--- src/rtl/qpu_alu_pkg.sv ---
// Shared definitions for the pipelined EXU ALU: opcode encodings and adder width helper.
// The optional shifter opcodes (SLL/SRL/SRA) are only executed when QPU_ALU_SHIFT_EN is defined.
package qpu_alu_pkg;

  localparam int QPU_ALU_OPC_W = 4;

  localparam logic [QPU_ALU_OPC_W-1:0] QPU_ALU_OPC_ADD = 4'd0;
  localparam logic [QPU_ALU_OPC_W-1:0] QPU_ALU_OPC_SUB = 4'd1;
  localparam logic [QPU_ALU_OPC_W-1:0] QPU_ALU_OPC_XOR = 4'd2;
  localparam logic [QPU_ALU_OPC_W-1:0] QPU_ALU_OPC_OR  = 4'd3;
  localparam logic [QPU_ALU_OPC_W-1:0] QPU_ALU_OPC_AND = 4'd4;
  localparam logic [QPU_ALU_OPC_W-1:0] QPU_ALU_OPC_EQ  = 4'd5;
  localparam logic [QPU_ALU_OPC_W-1:0] QPU_ALU_OPC_NE  = 4'd6;
  localparam logic [QPU_ALU_OPC_W-1:0] QPU_ALU_OPC_LT  = 4'd7;
  localparam logic [QPU_ALU_OPC_W-1:0] QPU_ALU_OPC_GE  = 4'd8;
  localparam logic [QPU_ALU_OPC_W-1:0] QPU_ALU_OPC_LTU = 4'd9;
  localparam logic [QPU_ALU_OPC_W-1:0] QPU_ALU_OPC_GEU = 4'd10;
  localparam logic [QPU_ALU_OPC_W-1:0] QPU_ALU_OPC_SLL = 4'd11;
  localparam logic [QPU_ALU_OPC_W-1:0] QPU_ALU_OPC_SRL = 4'd12;
  localparam logic [QPU_ALU_OPC_W-1:0] QPU_ALU_OPC_SRA = 4'd13;

  // The shared adder carries one extra bit so signed and unsigned compares
  // can both be read from its top bit.
  function automatic int qpu_alu_add_w(input int xlen);
    return xlen + 1;
  endfunction

endpackage

--- src/rtl/qpu_alu_rr_arb.sv ---
// Round-robin arbiter for the shared ALU. The pointer names the highest-priority
// channel; it moves past the granted channel only when the grant is consumed (adv).
module qpu_alu_rr_arb import qpu_alu_pkg::*; #(
  parameter int NREQ = 3,
  parameter int IDW  = 2
) (
  input  logic            clk,
  input  logic            rst,
  input  logic [NREQ-1:0] valid,
  input  logic            adv,
  output logic [NREQ-1:0] grant,
  output logic [IDW-1:0]  idx
);

  logic [IDW-1:0] ptr;

  // Pick the first valid channel at or after the pointer, wrapping around.
  always_comb begin
    logic found;
    int   c;
    grant = '0;
    idx   = '0;
    found = 1'b0;
    c     = 0;
    for (int k = 0; k < NREQ; k++) begin
      c = (int'(ptr) + k) % NREQ;
      if (!found && valid[c]) begin
        grant[c] = 1'b1;
        idx      = IDW'(c);
        found    = 1'b1;
      end
    end
  end

  // Advance the pointer to one past the winner whenever a request is accepted.
  always_ff @(posedge clk) begin
    if (rst) begin
      ptr <= '0;
    end else if (adv && (|valid)) begin
      ptr <= (int'(idx) == NREQ - 1) ? '0 : idx + IDW'(1);
    end
  end

endmodule

--- src/rtl/qpu_exu_alu_pipe.sv ---
// Pipelined shared ALU for the EXU: S0 arbitrates NREQ channels, S1 registers
// the chosen operands, S2 registers the result and presents it on the rsp port.
// Optional shifter (opcodes 11..13) is built only when QPU_ALU_SHIFT_EN is defined;
// otherwise those opcodes report rsp_ill.
//
// Handshake: a request transfers on a clock edge where req_valid[i] & req_ready[i];
// a response transfers where rsp_valid & rsp_ready. rsp_* hold stable while
// rsp_valid is high and rsp_ready is low. req_ready depends on req_valid and
// downstream state only, never on itself.
module qpu_exu_alu_pipe import qpu_alu_pkg::*; #(
  parameter int XLEN = 32,
  parameter int NREQ = 3,
  parameter int IDW  = 2
) (
  input  logic                     clk,
  input  logic                     rst,
  input  logic [NREQ-1:0]          req_valid,
  output logic [NREQ-1:0]          req_ready,
  input  logic [NREQ*XLEN-1:0]     req_op1,
  input  logic [NREQ*XLEN-1:0]     req_op2,
  input  logic [NREQ*QPU_ALU_OPC_W-1:0] req_opc,
  output logic                     rsp_valid,
  input  logic                     rsp_ready,
  output logic [XLEN-1:0]          rsp_res,
  output logic                     rsp_cmp,
  output logic                     rsp_ovf,
  output logic                     rsp_ill,
  output logic [IDW-1:0]           rsp_id
);

  localparam int AW = qpu_alu_add_w(XLEN);

  logic [NREQ-1:0]          grant;
  logic [IDW-1:0]           arb_idx;
  logic                     s1_adv, s2_adv, accept;
  logic                     s1_vld;
  logic [XLEN-1:0]          s1_op1, s1_op2;
  logic [QPU_ALU_OPC_W-1:0] s1_opc;
  logic [IDW-1:0]           s1_id;

  assign s2_adv    = !rsp_valid || rsp_ready;
  assign s1_adv    = !s1_vld || s2_adv;
  assign req_ready = (rst || !s1_adv) ? '0 : grant;
  assign accept    = |(req_valid & req_ready);

  qpu_alu_rr_arb #(.NREQ(NREQ), .IDW(IDW)) u_arb (
    .clk   (clk),
    .rst   (rst),
    .valid (req_valid),
    .adv   (s1_adv),
    .grant (grant),
    .idx   (arb_idx)
  );

  // S1: capture the granted channel's operands when the stage can move.
  always_ff @(posedge clk) begin
    if (rst) begin
      s1_vld <= 1'b0;
      s1_op1 <= '0;
      s1_op2 <= '0;
      s1_opc <= '0;
      s1_id  <= '0;
    end else if (s1_adv) begin
      s1_vld <= accept;
      if (accept) begin
        s1_op1 <= req_op1[arb_idx*XLEN +: XLEN];
        s1_op2 <= req_op2[arb_idx*XLEN +: XLEN];
        s1_opc <= req_opc[arb_idx*QPU_ALU_OPC_W +: QPU_ALU_OPC_W];
        s1_id  <= arb_idx;
      end
    end
  end

  logic            is_uns, is_add, ext1, ext2, eq, ovf_raw, b_eff_msb;
  logic [AW-1:0]   a_ext, b_ext, b_eff, sum;
  logic [XLEN-1:0] nx_res;
  logic            nx_cmp, nx_ovf, nx_ill;

  // Shared adder and result select computed from the S1 registers.
  always_comb begin
    is_uns    = (s1_opc == QPU_ALU_OPC_LTU) || (s1_opc == QPU_ALU_OPC_GEU);
    is_add    = (s1_opc == QPU_ALU_OPC_ADD);
    ext1      = is_uns ? 1'b0 : s1_op1[XLEN-1];
    ext2      = is_uns ? 1'b0 : s1_op2[XLEN-1];
    a_ext     = {ext1, s1_op1};
    b_ext     = {ext2, s1_op2};
    b_eff     = is_add ? b_ext : ~b_ext;
    sum       = a_ext + b_eff + {{(AW-1){1'b0}}, ~is_add};
    b_eff_msb = b_eff[XLEN-1];
    ovf_raw   = (s1_op1[XLEN-1] == b_eff_msb) && (sum[XLEN-1] != s1_op1[XLEN-1]);
    eq        = ~|(s1_op1 ^ s1_op2);
    nx_res    = '0;
    nx_cmp    = 1'b0;
    nx_ovf    = 1'b0;
    nx_ill    = 1'b0;
    case (s1_opc)
      QPU_ALU_OPC_ADD, QPU_ALU_OPC_SUB: begin
        nx_res = sum[XLEN-1:0];
        nx_ovf = ovf_raw;
      end
      QPU_ALU_OPC_XOR: nx_res = s1_op1 ^ s1_op2;
      QPU_ALU_OPC_OR:  nx_res = s1_op1 | s1_op2;
      QPU_ALU_OPC_AND: nx_res = s1_op1 & s1_op2;
      QPU_ALU_OPC_EQ:  nx_cmp = eq;
      QPU_ALU_OPC_NE:  nx_cmp = ~eq;
      QPU_ALU_OPC_LT, QPU_ALU_OPC_LTU: nx_cmp = sum[XLEN];
      QPU_ALU_OPC_GE, QPU_ALU_OPC_GEU: nx_cmp = ~sum[XLEN];
`ifdef QPU_ALU_SHIFT_EN
      QPU_ALU_OPC_SLL: nx_res = s1_op1 << s1_op2[$clog2(XLEN)-1:0];
      QPU_ALU_OPC_SRL: nx_res = s1_op1 >> s1_op2[$clog2(XLEN)-1:0];
      QPU_ALU_OPC_SRA: nx_res = XLEN'($signed(s1_op1) >>> s1_op2[$clog2(XLEN)-1:0]);
`endif
      default: nx_ill = 1'b1;
    endcase
  end

  // S2: result register doubles as the response port; holds while stalled.
  always_ff @(posedge clk) begin
    if (rst) begin
      rsp_valid <= 1'b0;
      rsp_res   <= '0;
      rsp_cmp   <= 1'b0;
      rsp_ovf   <= 1'b0;
      rsp_ill   <= 1'b0;
      rsp_id    <= '0;
    end else if (s2_adv) begin
      rsp_valid <= s1_vld;
      if (s1_vld) begin
        rsp_res <= nx_res;
        rsp_cmp <= nx_cmp;
        rsp_ovf <= nx_ovf;
        rsp_ill <= nx_ill;
        rsp_id  <= s1_id;
      end
    end
  end

endmodule
--- config.mk ---
export PLATFORM = sky130hd
export DESIGN_NAME = qpu_exu_alu_pipe
export DESIGN_NICKNAME = d
export VERILOG_FILES = /design/src/rtl/qpu_alu_pkg.sv /design/src/rtl/qpu_alu_rr_arb.sv /design/src/rtl/qpu_exu_alu_pipe.sv
export SDC_FILE = /design/constraint.sdc
export NUM_CORES = 1
export LEC_CHECK = 0
export ABC_AREA = 1
export BUFFER_PORTS_ARGS = -buffer_cell sky130_fd_sc_hd__buf_2
export CAP_MARGIN = 25
export CORE_UTILIZATION = 43
export CTS_CLUSTER_SIZE = 40
export DETAILED_ROUTE_END_ITERATION = 16
export HOLD_SLACK_MARGIN = 0.05
export PLACE_DENSITY = 0.66
export SLEW_MARGIN = 20
export SYNTH_ARGS = -nofsm -noshare
export SYNTH_HDL_FRONTEND = slang
export SYNTH_SLANG_ARGS = --single-unit
export TNS_END_PERCENT = 5
--- constraint.sdc ---
create_clock -name clk -period 5.3 [get_ports clk]
set_input_delay 0.53 -clock clk [delete_from_list [all_inputs] [get_ports clk]]
set_output_delay 0.53 -clock clk [all_outputs]
set_load 0.01 [all_outputs]
Word level (Yosys, flattened, before mapping)
Cells that the tools add are included.

operators by class
  shifts and indexed selects = 3
  reductions and logical operators = 27
  divide/modulo/power cells = 3
  bitwise logic cells = 9
  eq/ne operators = 13
  muxes and demuxes = 32
  add/subtract/negate cells = 5
  magnitude comparators = 6

operators with widths
  operator                                                                       count
  96-bit by 8-bit variable part select with 32-bit output                        2
  32-bit one-hot mux with 4 select lines                                         1
  32-bit by 1-bit >= comparator with 1-bit output, second input constant         3
  32-bit by 4-bit less-than comparator with 1-bit output, second input constant  3
  32-bit by 3-bit remainder unit with 32-bit output, second input constant       2
  33-bit by 1-bit adder with 33-bit output                                       1
  33-bit adder                                                                   1
  33-bit 2-to-1 mux                                                              1
  33-bit inverter                                                                1
  32-bit AND                                                                     1
  3-bit by 3-bit remainder unit with 32-bit output, second input constant        1
  32-bit OR                                                                      1
  32-bit OR reduction                                                            1
  32-bit bitwise XOR                                                             1
  4-bit by 3-bit == test with 1-bit output, second input constant                4
  1-bit 2-to-1 mux                                                               15
  4-bit == test, second input constant                                           3
  3-bit 2-to-1 mux                                                               4
  12-bit by 5-bit variable part select with 4-bit output                         1
  11-bit OR reduction                                                            1
  4-bit by 2-bit == test with 1-bit output, second input constant                2
  2-bit 2-to-1 mux                                                               4
  1-bit logical AND                                                              7
  1-bit binary-select mux with 2-bit select                                      3
  18 further kinds                                                               34

word-level totals
  bits in registers = 111
  word-level logic and storage cells = 110

Logic depth before layout (Yosys ltp)
  depth in word-level cells = 15
  depth in mapped cells = 21
  gate-level depth less buffers = 20

By module
A second synthesis with hierarchy kept.

second synthesis, totals
  cells, all modules = 1575
  area, all modules = 9845.7 µm²

by module, submodules not included
  module            cells each  area each (µm²)  times used  seq. area each (µm²)
  qpu_exu_alu_pipe  1513        9447.8           1           2182.1
  qpu_alu_rr_arb    62          397.9            1           40.0

Least setup slack after synthesis
No wires, ideal clock.

  kind = register to register
  start = register s1_opc[0]
  end = register rsp_res[30]
  arrival time = 2.680 ns
  setup time = 0.132 ns
  path buffers = 2
  stages on the path, launching flop included = 20
  slack = 2.487 ns
  cell sequence = dfxtp_1 clkbuf_1 nor2_1 nand2_1 buf_1 xor2_1 ha_1 nand3_1 nand2_1 inv_1 o21ai_0 nand2_1 nand2_1 nand2_1 nand2_1 nand2_1 nand3_1 nand2_1 nand2_1 a21oi_1

between the ends
  word-level cells in the longest chain between the ends = 5
  elaborated cells between the ends (all ways) = 11

ends and longest elaborated chain
  item                                      line                                            RTL
  start, declared                           qpu_exu_alu_pipe.sv:38                          logic [QPU_ALU_OPC_W-1:0] s1_opc;
  start signal, assigned                    qpu_exu_alu_pipe.sv:68                          s1_opc <= req_opc[arb_idx*QPU_ALU_OPC_W +: QPU_ALU_OPC_W];
  4-bit zero test                           qpu_exu_alu_pipe.sv:82, qpu_exu_alu_pipe.sv:96
  33-bit 2-to-1 mux                         qpu_exu_alu_pipe.sv:87                          b_eff = is_add ? b_ext : ~b_ext;
  33-bit adder                              qpu_exu_alu_pipe.sv:88                          sum = a_ext + b_eff + {{(AW-1){1'b0}}, ~is_add};
  33-bit by 1-bit adder with 33-bit output  qpu_exu_alu_pipe.sv:88
  32-bit one-hot mux with 4 select lines *  qpu_exu_alu_pipe.sv:96                          case (s1_opc)
  end signal, assigned                      qpu_exu_alu_pipe.sv:129                         rsp_res <= nx_res;
  end, declared                             qpu_exu_alu_pipe.sv:24                          output logic [XLEN-1:0] rsp_res,

Every way passes the cells marked *; elsewhere a longest branch is shown, timed or not.
A chain may end at the register's enable or synchronous reset.

Worst setup path after layout
  start = register u_arb.ptr[0]
  end = register s1_op2[13]

between the ends
  word-level cells in the longest chain between the ends = 15
  elaborated cells between the ends (all ways) = 48

ends and longest elaborated chain
  item                                                                                        line                    RTL
  start, declared                                                                             qpu_alu_rr_arb.sv:15    logic [IDW-1:0] ptr;
  start signal, assigned                                                                      qpu_alu_rr_arb.sv:40    ptr <= (int'(idx) == NREQ - 1) ? '0 : idx + IDW'(1);
  branches (longest 15 deep; another with 32-bit by 3-bit remainder unit with 32-bit output)  n/a
  end signal, assigned                                                                        qpu_exu_alu_pipe.sv:67  s1_op2 <= req_op2[arb_idx*XLEN +: XLEN];
  end, declared                                                                               qpu_exu_alu_pipe.sv:37  logic [XLEN-1:0] s1_op1, s1_op2;

Several ways; the timed one is not identified. The select of a mux whose other input is x is not followed.

==> metrics <==
min Tclk post-route 3480 ps; ys flop type dfxtp_1; global-route wire length before repair 57200 um; most common cell after layout, fill and taps aside nand2_1; Worst-Margin Slew 708 ps; IO Port Bufs 250; synth unique cells 36; worst path cell trace inv_1, ha_1, nand2_1, o21ai_1, nand2_1, nand2_1, inv_2, nand2_2, nand2_1, o21ai_4, buf_4, nand2_2, buf_4, nand2_1, nand3_1, nand2_1, nor2_1, nor2_1; Crit. End Element flop; HP Class in -> reg; critical hold path startpoint rsp_ready; area occupied by multi-input gates 7220 um^2; Die Span X 159 um; DRT iter0 DRCs 867; Die Height 159 um; Setup crit start kind flop; gr usage total 28.4%; Crit path buffers/inverters 4; number of global-route vias before repair 10552; layout cells sized above 1 15.3%; placed cell areas 12000 um^2; CTS Hold Bufs 0; via count 11851; Num CTS Buffers 9; Routed WL 36600 um; vias per std cell 5.13; Reg clk slew, reported paths 90 ps; Fmax achieved 0.288 GHz; syn_nets 2104; GPL Wtd Cong 0.985; die area 25400 um^2; crit share post-route 65.6%; DRC viols 0; Fill cells 2640; worst-case vdd ir drop 0.710 mV; Post-Syn Instances 1788; CTS tree yes; register area share after synthesis 20.9%; max cap viols 0; Post-synth EDFFs 0; crit path kind reg -> reg; PwrDens 721 nW/um^2; Post-Syn Area per Cell 5.95 um^2; ys async rst share 0%; clk root buf clkbuf_16; Hold Crit Depth 4; initial antenna violation count 0; status complete, no violations; I/O Pins 251; crit path DAT 3780 ps; Worst Path Max Fanout 58; initial core utilization 43.7%; num rows 57; final instance area 12400 um^2; Yosys reg bits 111; post-CTS setup-driven buffer insertion count 0; Storage cell area 2220 um^2; Slowest cell on crit path buf_4; yosys warns 0; setup TNS 0 ps; crit-path leading delay family simple AND/OR/NAND/NOR gates; hold_ws 451 ps; Most common cell on crit path nand2_1; Layout area overhead 16.5%; r2r endpoint s1_op2[13]$_SDFFE_PP0P_; RSZ-0062 raised after global routing no; routed len/inst 15.9 um; Syn Std Cell Area 10600 um^2; Layout Skew 9.81 ps; Max Buffers Root-to-Sink 2; 1st-pass router iterations 5; CP max stage delay 480 ps; post-layout net count 2295; Setup-failing EPs final 0; Reg2Reg Setup Slack 1820 ps; Max Slew Vio Count 0; pin count of the biggest net entering global routing 73; total grt overflow 0; Hold Violations, Final 0; clk_lat worst skew 370 ps; Core Util, Final 50.9%; H-tree depth 3; P_leak 6.68 nW; worst r2r src u_arb.ptr[0]$_SDFFE_PP0P_; commonest non-fill, non-tap cells in the layout nand2_1, buf_2, inv_1, nor2_1, nand3_1; CTS sink cnt 111; post_cts resized 0; Slew HR 52.8%; depth of the most critical reg-to-reg path 18; Worst Hold Path EP rsp_valid$_SDFFE_PP0P_; Detail Placement HPWL 28900 um; Tot Pwr 8.94 mW; post-route antenna net violation count 0; required time worst endpoint 5610 ps; Placeable Area 24300 um^2; Antenna Cells 0
==> Yosys cell counts, types with 2 or more instances <==
master | number | share of area, %
buf_4 | 4 | 0.28
buf_2 | 19 | 0.89
nand3_1 | 123 | 5.8
o211ai_1 | 3 | 0.21
nand3b_1 | 65 | 4.6
xor2_1 | 33 | 2.7
o2111ai_1 | 5 | 0.41
o21ai_0 | 90 | 4.2
a221oi_1 | 19 | 1.6
inv_2 | 4 | 0.14
buf_6 | 2 | 0.21
or2_2 | 7 | 0.41
buf_1 | 9 | 0.32
o21bai_1 | 5 | 0.35
inv_1 | 220 | 7.8
nor4_1 | 7 | 0.41
nand4_1 | 22 | 1.3
o22ai_1 | 2 | 0.12
o21ai_2 | 3 | 0.25
ha_1 | 105 | 12
and2_1 | 3 | 0.18
nor2_1 | 210 | 7.4
nand2_1 | 543 | 19
a21o_1 | 3 | 0.21
nand2_2 | 2 | 0.12
a211oi_1 | 2 | 0.14
a21oi_1 | 98 | 4.6
dfxtp_1 | 111 | 21
nor3_1 | 11 | 0.52
clkbuf_1 | 52 | 1.8
==> report_power, final <==
| group | switching, mW | leakage [nW] | internal (mW) | total, mW |
|---|---|---|---|---|
| Clock | 0.372 | 0.144 | 0.335 | 0.707 |
| Sequential | 0.338 | 0.908 | 1.11 | 1.45 |
| Combinational | 4.54 | 5.63 | 2.24 | 6.78 |
==> flip-flops by register name, summed over array words and instances (netlist names) <==
signal and flops:
rsp_valid 1, rsp_ill 1, rsp_res 32, rsp_ovf 1, s1_op2 32, rsp_id 2, s1_op1 32, s1_opc 4
rsp_cmp 1, s1_vld 1, s1_id 2, u_arb.ptr 2
==> cells by family after synthesis <==
family | synth area share [%]
fa+ha+maj | 12.5
xor+xnor | 2.72
buf+inv | 11.4
simple gates | 40.2
flops | 20.9
compound gates | 12.2
==> worst min-delay path: stages <==
cell	delay (ps)
buf_2	70
inv_1	40
nand2_1	70
a21oi_1	70
==> final cells by class <==
class | count | share of cell area [%]
clock buffers | 9 | 1.82
clock inverters | 7 | 0.626
inverters | 224 | 6.79
multi-input cells | 1367 | 58.2
flip-flops and latches | 111 | 17.9
well taps | 324 | 3.27
repair buffers | 266 | 11.3
==> how the worst max path moves through the flow <==
stage / start / to / slack, ps / cells after the start
floorplan: s1_opc[0]$_SDFFE_PP0P_ / rsp_res[30]$_SDFFE_PP0P_ / 2490 / 19
detailed placement: u_arb.ptr[0]$_SDFFE_PP0P_ / s1_op2[13]$_SDFFE_PP0P_ / 1780 / 18
finish: u_arb.ptr[0]$_SDFFE_PP0P_ / s1_op2[13]$_SDFFE_PP0P_ / 1820 / 18
CTS: u_arb.ptr[0]$_SDFFE_PP0P_ / s1_op2[13]$_SDFFE_PP0P_ / 1740 / 18
global placement: u_arb.ptr[0]$_SDFFE_PP0P_ / s1_op1[18]$_SDFFE_PP0P_ / 1760 / 13
global route: u_arb.ptr[0]$_SDFFE_PP0P_ / s1_op2[17]$_SDFFE_PP0P_ / 1400 / 18
==> layer usage <==
layer  routed length (um)  vias to the layer above  track usage (%)
met4                  740                        0             7.87
met1                17900                     5343             41.2
met2                15600                      382             43.5
met5                    0                        -                0
li1                     -                     6091                -
met3                 2340                       35             4.12
==> metrics by stage <==
step	setup slack, ps	instances
floorplan	2490	1788
global placement	1760	2289
detailed placement	1780	2289
CTS	1740	2305
global route	1400	2308
finish	1820	2308
No activity file was read; power rests on OpenSTA's default activity.
